### src/rtl/rf_sched_pkg.sv
// Shared constants for the register-file writeback scheduler.
// Source indices fix the writeback priority order: ALU, then LSU, then MDU.
package rf_sched_pkg;
   localparam int XLEN     = 32;
   localparam int AW       = 5;
   localparam int NREG     = 32;
   localparam int NREQ_DEF = 3;

   localparam int SRC_ALU = 0;
   localparam int SRC_LSU = 1;
   localparam int SRC_MDU = 2;
endpackage

### src/rtl/wb_rr_arbiter.sv
// One-hot grant from a writeback request vector.
// WB_SCHED_RR_EN selects round-robin; otherwise the lowest index wins.
module wb_rr_arbiter
   import rf_sched_pkg::*;
#(
   parameter int NREQ = NREQ_DEF
) (
`ifdef WB_SCHED_RR_EN
   input  logic            clk,
   input  logic            rst,
`endif
   input  logic [NREQ-1:0] req,
   output logic [NREQ-1:0] grant
);

`ifdef WB_SCHED_RR_EN
   localparam int PW = (NREQ > 1) ? $clog2(NREQ) : 1;

   logic [PW-1:0] ptr_q, ptr_d;
   logic [PW-1:0] idx;
   int            idx_int;
   logic          found;

   // Search starts one past the last winner so every source gets a turn.
   always_comb begin
      grant   = '0;
      found   = 1'b0;
      idx_int = 0;
      idx     = '0;
      for (int k = 1; k <= NREQ; k++) begin
         idx_int = (int'(ptr_q) + k) % NREQ;
         idx     = PW'(idx_int);
         if (!found && req[idx]) begin
            grant[idx] = 1'b1;
            found      = 1'b1;
         end
      end
   end

   // Any grant is a transfer because ready is the grant itself.
   always_comb begin
      ptr_d = ptr_q;
      for (int i = 0; i < NREQ; i++) begin
         if (grant[i]) begin
            ptr_d = PW'(i);
         end
      end
   end

   always_ff @(posedge clk) begin
      if (rst) begin
         ptr_q <= PW'(NREQ - 1);
      end else begin
         ptr_q <= ptr_d;
      end
   end
`else
   assign grant = req & (~req + NREQ'(1));
`endif

endmodule

### src/rtl/regfile_wb_scheduler.sv
// Register-file write-port scheduler with destination-busy scoreboard.
// Arbitration mode is chosen by WB_SCHED_RR_EN (round-robin) or fixed priority.
module regfile_wb_scheduler
   import rf_sched_pkg::*;
#(
   parameter int NREQ = rf_sched_pkg::NREQ_DEF,
   parameter int XLEN = rf_sched_pkg::XLEN,
   parameter int AW   = rf_sched_pkg::AW
) (
   input  logic                 clk,
   input  logic                 rst,
   input  logic [NREQ-1:0]      req_valid,
   input  logic [NREQ*AW-1:0]   req_rd,
   input  logic [NREQ*XLEN-1:0] req_data,
   output logic [NREQ-1:0]      req_ready,
   input  logic                 issue_valid,
   input  logic [AW-1:0]        issue_rd,
   output logic                 issue_ready,
   output logic                 rf_we,
   output logic [AW-1:0]        rf_rd,
   output logic [XLEN-1:0]      rf_wdata,
   output logic [NREG-1:0]      busy
);

   logic [NREQ-1:0] req_eff;
   logic [NREQ-1:0] grant;
   logic [AW-1:0]   src_rd   [NREQ];
   logic [XLEN-1:0] src_data [NREQ];
   logic [AW-1:0]   sel_rd;
   logic [XLEN-1:0] sel_data;
   logic            wb_any;
   logic            issue_fire;

   logic            rf_we_q, rf_we_d;
   logic [AW-1:0]   rf_rd_q, rf_rd_d;
   logic [XLEN-1:0] rf_wdata_q, rf_wdata_d;
   logic [NREG-1:0] busy_q, busy_d;

   generate
      for (genvar gi = 0; gi < NREQ; gi++) begin : g_unpack
         assign src_rd[gi]   = req_rd[gi*AW +: AW];
         assign src_data[gi] = req_data[gi*XLEN +: XLEN];
      end
   endgenerate

   // Masking requests during reset keeps every grant, and thus every transfer, off.
   assign req_eff = rst ? '0 : req_valid;

   wb_rr_arbiter #(.NREQ(NREQ)) u_arb (
`ifdef WB_SCHED_RR_EN
      .clk   (clk),
      .rst   (rst),
`endif
      .req   (req_eff),
      .grant (grant)
   );

   assign req_ready   = grant;
   assign wb_any      = |grant;
   assign issue_ready = ~rst & ((issue_rd == '0) | ~busy_q[issue_rd]);
   assign issue_fire  = issue_valid & issue_ready & (issue_rd != '0);

   always_comb begin
      sel_rd   = '0;
      sel_data = '0;
      for (int i = 0; i < NREQ; i++) begin
         if (grant[i]) begin
            sel_rd   = src_rd[i];
            sel_data = src_data[i];
         end
      end
   end

   always_comb begin
      rf_we_d    = wb_any & (sel_rd != '0);
      rf_rd_d    = wb_any ? sel_rd : rf_rd_q;
      rf_wdata_d = wb_any ? sel_data : rf_wdata_q;
      busy_d     = busy_q;
      if (wb_any) begin
         busy_d[sel_rd] = 1'b0;
      end
      // Set after clear: a new producer issued this cycle is still outstanding.
      if (issue_fire) begin
         busy_d[issue_rd] = 1'b1;
      end
      busy_d[0] = 1'b0;
   end

   always_ff @(posedge clk) begin
      if (rst) begin
         rf_we_q    <= 1'b0;
         rf_rd_q    <= '0;
         rf_wdata_q <= '0;
         busy_q     <= '0;
      end else begin
         rf_we_q    <= rf_we_d;
         rf_rd_q    <= rf_rd_d;
         rf_wdata_q <= rf_wdata_d;
         busy_q     <= busy_d;
      end
   end

   assign rf_we    = rf_we_q;
   assign rf_rd    = rf_rd_q;
   assign rf_wdata = rf_wdata_q;
   assign busy     = busy_q;

endmodule

### config.mk
export PLATFORM = sky130hd
export DESIGN_NAME = regfile_wb_scheduler
export DESIGN_NICKNAME = d
export VERILOG_FILES = /design/src/rtl/rf_sched_pkg.sv /design/src/rtl/wb_rr_arbiter.sv /design/src/rtl/regfile_wb_scheduler.sv
export SDC_FILE = /design/constraint.sdc
export NUM_CORES = 1
export LEC_CHECK = 0
export ABC_AREA = 1
export CAP_MARGIN = 20
export CORE_ASPECT_RATIO = 1.5
export CORE_MARGIN = 1
export CORE_UTILIZATION = 41
export CTS_BUF_LIST = sky130_fd_sc_hd__clkbuf_8
export CTS_CLUSTER_DIAMETER = 200
export DETAILED_ROUTE_END_ITERATION = 8
export MAX_ROUTING_LAYER = met4
export PLACE_DENSITY = 0.81
export SYNTH_ARGS = -nofsm -noshare
export SYNTH_HDL_FRONTEND = slang
export SYNTH_SLANG_ARGS = --single-unit
### constraint.sdc
create_clock -name clk -period 2.9 [get_ports clk]
set_clock_uncertainty 0.1 [all_clocks]
set_input_delay 0.87 -clock clk [delete_from_list [all_inputs] [get_ports clk]]
set_output_delay 0.87 -clock clk [all_outputs]
set_load 0.05 [all_outputs]
==> results.json, run 1 <==
{
  "outcome": "finished with violations",
  "violations": "negative setup slack",
  "utilization": 0.752,
  "syn_inst": 546,
  "syn_nets": 668,
  "criticalPathCategory": "in -> out",
  "die_width_um": 79.1,
  "ios": 196,
  "synth_adder_area_share": 0,
  "power_density_nw_per_um2": 428,
  "first_iter_violations": 391,
  "synth_top_family_by_area": "simple AND/OR/NAND/NOR gates",
  "io_buffers": 194,
  "path_max_fanout": 4,
  "slew_violations": 0,
  "dr_total_vias": 4873,
  "drive_above_1_share": 0.143,
  "core_um2": 8520,
  "cts_root_buf": "clkbuf_8",
  "design_power_total_mw": 2.74,
  "route.detailed.drc": 0,
  "final_common_cell": "clkdlybuf4s50_1",
  "design.die.area_um2": 9310,
  "avgSynthCellArea_um2": 6.70,
  "power.leakage_nw": 2.65,
  "area_growth_pct": 75.1,
  "min_period_ps": 2960,
  "vdd.ir_drop.worst_v": 0.000264,
  "crit_arrival_ps": 1990,
  "gp_congestion": 0.968,
  "die_h_um": 118,
  "final_cell_mix": "clkdlybuf4s50_1, nand2_1, nand3_1, dfxtp_1, nor2_1",
  "muxShareOfSynthArea": 0,
  "max_freq_ghz": 0.338,
  "worst_slack_ps": -58.5,
  "grtUsageTotal": 0.333,
  "grt_max_degree": 39,
  "cts_tree": "yes",
  "required_ps": 1930,
  "cts_max_level": 3,
  "nets": 894,
  "slew-limit-headroom": 0.610,
  "grt_pass1_wl_um": 23000,
  "cts-buffers-inserted": 9,
  "hold_buffers": 0,
  "ys_seq_area_frac": 0.378,
  "synthSimpleGateAreaFrac": 0.371,
  "postRouteAntennaNets": 0,
  "worstMarginPinSlew_ps": 583,
  "cts.sinks": 69,
  "start_util": 0.430,
  "antenna_found_initial": 0,
  "start_kind": "input pin",
  "rsz0062_at_grt": "true",
  "cts_buffer_depth": 2,
  "wirelength_um": 14700,
  "ys_ff_latch": 69,
  "maxCapViolCount": 0,
  "hold_viol_final": 0,
  "floorplan.rows": 41,
  "grt_pass1_vias": 4678,
  "via_per_inst": 5.52,
  "antenna_cells": 0,
  "hold_class": "reg -> reg",
  "gr-total-overflow": 0,
  "yosysWarnings": 0,
  "synthDistinctLibCells": 25,
  "firstDrtPassIters": 5,
  "setup_violations": 1,
  "critPathCaptureType": "primary output",
  "synth_xor_xnor_area_share": 0,
  "clk_latency_ps": 360,
  "synth-compound-area-share": 0.167,
  "routedWlPerCell_um": 16.7,
  "netlist_area_um2": 3660,
  "hpwl_um": 11300,
  "clk_pin_slew_ps": 60,
  "fin_crit_sh": 1.02
}
-- through the flow --
stage	TNS (ps)	cells	instance area (um^2)	hold slack, ps	setup slack (ps)
after floorplan	-2.27	546	3680	598	-2.27
after global placement	-4890	861	6000	360	-466
after detailed placement	-6140	861	6000	367	-484
after CTS	-63.4	883	6380	375	-63.4
after global routing	-119	883	6410	381	-119
final	-58.5	883	6410	370	-58.5
-- critical path, cell delays in order --
cell           delay (ps)
dlygate4sd2_1         260
inv_2                 130
nor3_2                 60
buf_4                 140
nand2_1                60
nand2_1                60
nor2_2                 80
nand2_2                90
nor2_8                100
buf_12                140
-- per-layer routing --
layer  vias to the layer above  track usage  part of all wire
met3                        51       0.0682             0.075
li1                       2288            -                 -
met1                      2257        0.346              0.36
met2                       277        0.577              0.52
met4                         0        0.174             0.042
met5                         -            -                 0
-- worst paths after layout --
| path | startpoint | cells after the start | slack (ps) | endpoint |
|---|---|---|---|---|
| worst min-delay path | rf_rd[4] | 2 | 370 | rf_rd[4] |
| worst min register to register | rf_rd[4] | 2 | 370 | rf_rd[4] |
| worst max-delay path | issue_rd[4] | 10 | -60 | issue_ready |
| worst max register to register | busy[31] | 13 | 960 | busy[7] |
-- sequential cells by signal (all words and copies together) (netlist names) --
| name | cells |
|---|---|
| busy | 31 |
| rf_we | 1 |
| rf_rd | 5 |
| rf_wdata | 32 |
-- repair_timing --
item / 4_1_cts / 5_1_grt
endpoints found under the setup margin: 4 / 3
gates cloned: 3 / 0
resized for setup: 42 / 11
pin swaps: 8 / 3
buffers inserted: 4 / 0
-- layout make-up --
| cell class | count | area, um^2 |
|---|---|---|
| repair buffers | 246 | 2480 |
| repair inverters | 1 | 8.76 |
| flip-flops and latches | 69 | 1380 |
| well taps | 107 | 134 |
| clock inverters | 4 | 47.5 |
| fillers | 707 | 2110 |
| inverters | 33 | 139 |
| clock buffers | 11 | 151 |
| multi-input cells | 412 | 2070 |
-- report_power, final --
part	internal, mW	switching [mW]
clock	0.436	0.366
sequential	1.01	0.0333
combinational	0.379	0.517
-- cell usage after synthesis, drive strengths merged --
library cell | instances | share of area
a21oi | 33 | 0.045
a22oi | 35 | 0.072
buf | 16 | 0.031
clkbuf | 16 | 0.016
clkinv | 1 | 0.0010
conb | 1 | 0.0010
dfxtp | 69 | 0.38
inv | 32 | 0.034
nand2 | 151 | 0.16
nand3 | 100 | 0.15
nor2 | 48 | 0.056
nor3 | 8 | 0.011
o211ai | 1 | 0.0021
o21ai | 35 | 0.048
-- logic make-up (layout without fill, tap and decap cells) --
kind of cell,count (synthesis),count (layout)
other,1,1
AO/OA/AOI/OAI,104,104
buffers and inverters,65,295
flip-flops,69,69
AND/OR/NAND/NOR,307,307
Power figures use the tool's default switching activity.
==> run 2, diff against run 1 <==
- CELL_PAD_IN_SITES_DETAIL_PLACEMENT: not set -> 0
- CELL_PAD_IN_SITES_GLOBAL_PLACEMENT: not set -> 1
- CORE_UTILIZATION: 41 -> 27
- PLACE_DENSITY: 0.81 -> 0.8
==> run 2 against run 1 <==
Effect of this change: the flow still finishes with violations (negative setup slack); hold slack gained 11 ps; sequential share of layout area shrank 0.26 points; critical path depth grew 3; flip-flop and latch count is the same; critical endpoint unchanged; largest cell class unchanged; highest routed layer unchanged; non-clock buffer count grew 2; die area grew 51%; wire length shrank 1.9%; first-iteration DRC count shrank 57%; register-to-register slack gained 100 ps.
==> results.json, run 2 (synthesis gave the netlist of run 1 again) <==
{
  "whs_endpoint": "rf_rd[4]",
  "crit_arrival_ps": 2030,
  "critPathTopFamily": "simple AND/OR/NAND/NOR gates",
  "power_density_nw_per_um2": 426,
  "vdd.ir_drop.worst_v": 0.000201,
  "cts_max_level": 3,
  "grt_pass1_vias": 4614,
  "outcome": "finished with violations",
  "rr_endpoint": "busy[15]",
  "hold-worst-slack_ps": 381,
  "postRouteAntennaNets": 0,
  "grt_max_degree": 33,
  "clk_latency_ps": 360,
  "dr_total_vias": 4672,
  "required_ps": 1930,
  "gp_congestion": 0.944,
  "utilization": 0.496,
  "critPathCaptureType": "primary output",
  "cp_cell_sequence": "buf_8, buf_12, buf_12, nand2_1, nand2_1, nand2_1, nand2_1, nand2_1, nand2_1, nor2_2, nand2_2, nor2_8, buf_12",
  "cts-buffers-inserted": 9,
  "die_h_um": 145,
  "area_growth_pct": 77.2,
  "rr_startpoint": "busy[7]",
  "first_iter_violations": 170,
  "slowest_stage": "buf_12",
  "nets": 895,
  "criticalPathCategory": "in -> out",
  "setup_violations": 1,
  "worstMarginPinSlew_ps": 605,
  "wirelength_um": 14400,
  "rsz0062_at_grt": "true",
  "power.leakage_nw": 2.66,
  "reg2reg_depth": 12,
  "fin_crit_sh": 1.03,
  "cts_root_buf": "clkbuf_8",
  "dp_cells": 914,
  "cts.sinks": 69,
  "final_cell_mix": "clkdlybuf4s50_1, nand2_1, nand3_1, dfxtp_1, buf_4",
  "io_buffers": 194,
  "maxCapViolCount": 0,
  "violations": "negative setup slack",
  "grtUsageTotal": 0.210,
  "die_width_um": 97.0,
  "crit_top_cell": "nand2_1",
  "hold_buffers": 0,
  "max_freq_ghz": 0.333,
  "antenna_cells": 0,
  "floorplan.rows": 51,
  "design.die.area_um2": 14000,
  "final_common_cell": "clkdlybuf4s50_1",
  "gr-total-overflow": 0,
  "core_um2": 13100,
  "hold_viol_final": 0,
  "cp_num_buf_inv": 4,
  "grt_pass1_wl_um": 22500,
  "slew-limit-headroom": 0.595,
  "firstDrtPassIters": 4,
  "min_period_ps": 3000,
  "via_per_inst": 4.99,
  "start_kind": "input pin",
  "slowest_delay_ps": 140,
  "path_max_fanout": 7,
  "fin_cells": 937,
  "worst_slack_ps": -98.7,
  "slew_violations": 0,
  "largest_reg_flops": 32,
  "drive_above_1_share": 0.148,
  "rrSetupSlack_ps": 1060,
  "hold_class": "reg -> reg",
  "hpwl_um": 11300,
  "clk_pin_slew_ps": 70,
  "routedWlPerCell_um": 15.4,
  "route.detailed.drc": 0,
  "hp-start": "rf_rd[4]",
  "cts_buffer_depth": 2,
  "hold_depth": 2,
  "cts_tree": "yes",
  "start_util": 0.280,
  "ios": 196,
  "antenna_found_initial": 0
}
-- run 2: changes by cell type in the layout (fill, tap and decap cells not counted), moves of 2 or more --
cell and delta:
nor3_2 -2, nand2_2 +5, dlygate4sd2_1 +2, nand2_1 -6, nor3_4 +2, buf_4 +3
-- run 2: power by group --
group	leakage [nW]	switching [mW]	internal, mW
combinational	1.98	0.505	0.376
clock	0.110	0.373	0.463
sequential	0.568	0.0348	1.01
-- run 2: repair_timing --
item,in CTS,in global routing
setup endpoints to repair,4,3
resized for setup,36,17
gates cloned,1,0
pin swaps,7,13
setup buffers,5,1
-- run 2: through the flow --
stage          setup TNS (ps)  instance area [um^2]  worst slack, ps  power, mW
2_1_floorplan           -2.27                  3680            -2.27       1.50
6_report                -98.7                  6480            -98.7       2.76
3_3_place_gp            -5400                  6040             -477       1.91
5_1_grt                  -202                  6480             -185       2.88
4_1_cts                  -113                  6430             -113       2.79
3_5_place_dp            -6170                  6040             -480       1.92
-- run 2: worst min-delay path: stages, from the launching register on --
cell and delay (ps):
dfxtp_1 320, nand3_1 70, nand2_1 40
-- run 2: final cells by class --
class	instances	area (um^2)
clock buffers	12	165
clock inverters	4	46.3
fillers	1283	6600
inverters	33	136
multi-input cells	412	2090
flip-flops and latches	69	1380
well taps	159	199
repair buffers	248	2470
-- run 2: worst max path at each step --
| stage | slack, ps | cells after the start | start | end |
|---|---|---|---|---|
| after detailed placement | -480 | 13 | issue_rd[0] | issue_ready |
| final | -100 | 13 | issue_rd[0] | issue_ready |
| after global placement | -480 | 13 | issue_rd[0] | issue_ready |
| after CTS | -110 | 12 | issue_rd[0] | issue_ready |
| after floorplan | -2 | 13 | issue_rd[0] | issue_ready |
| after global routing | -190 | 13 | issue_rd[0] | issue_ready |
-- run 2: layer usage --
layer  global-route usage  vias up  share of wire
li1                     -     2292              -
met5                    -        -              0
met1                0.219     2134           0.37
met4               0.0974        0          0.031
met3               0.0445       29          0.072
met2                0.381      217           0.52
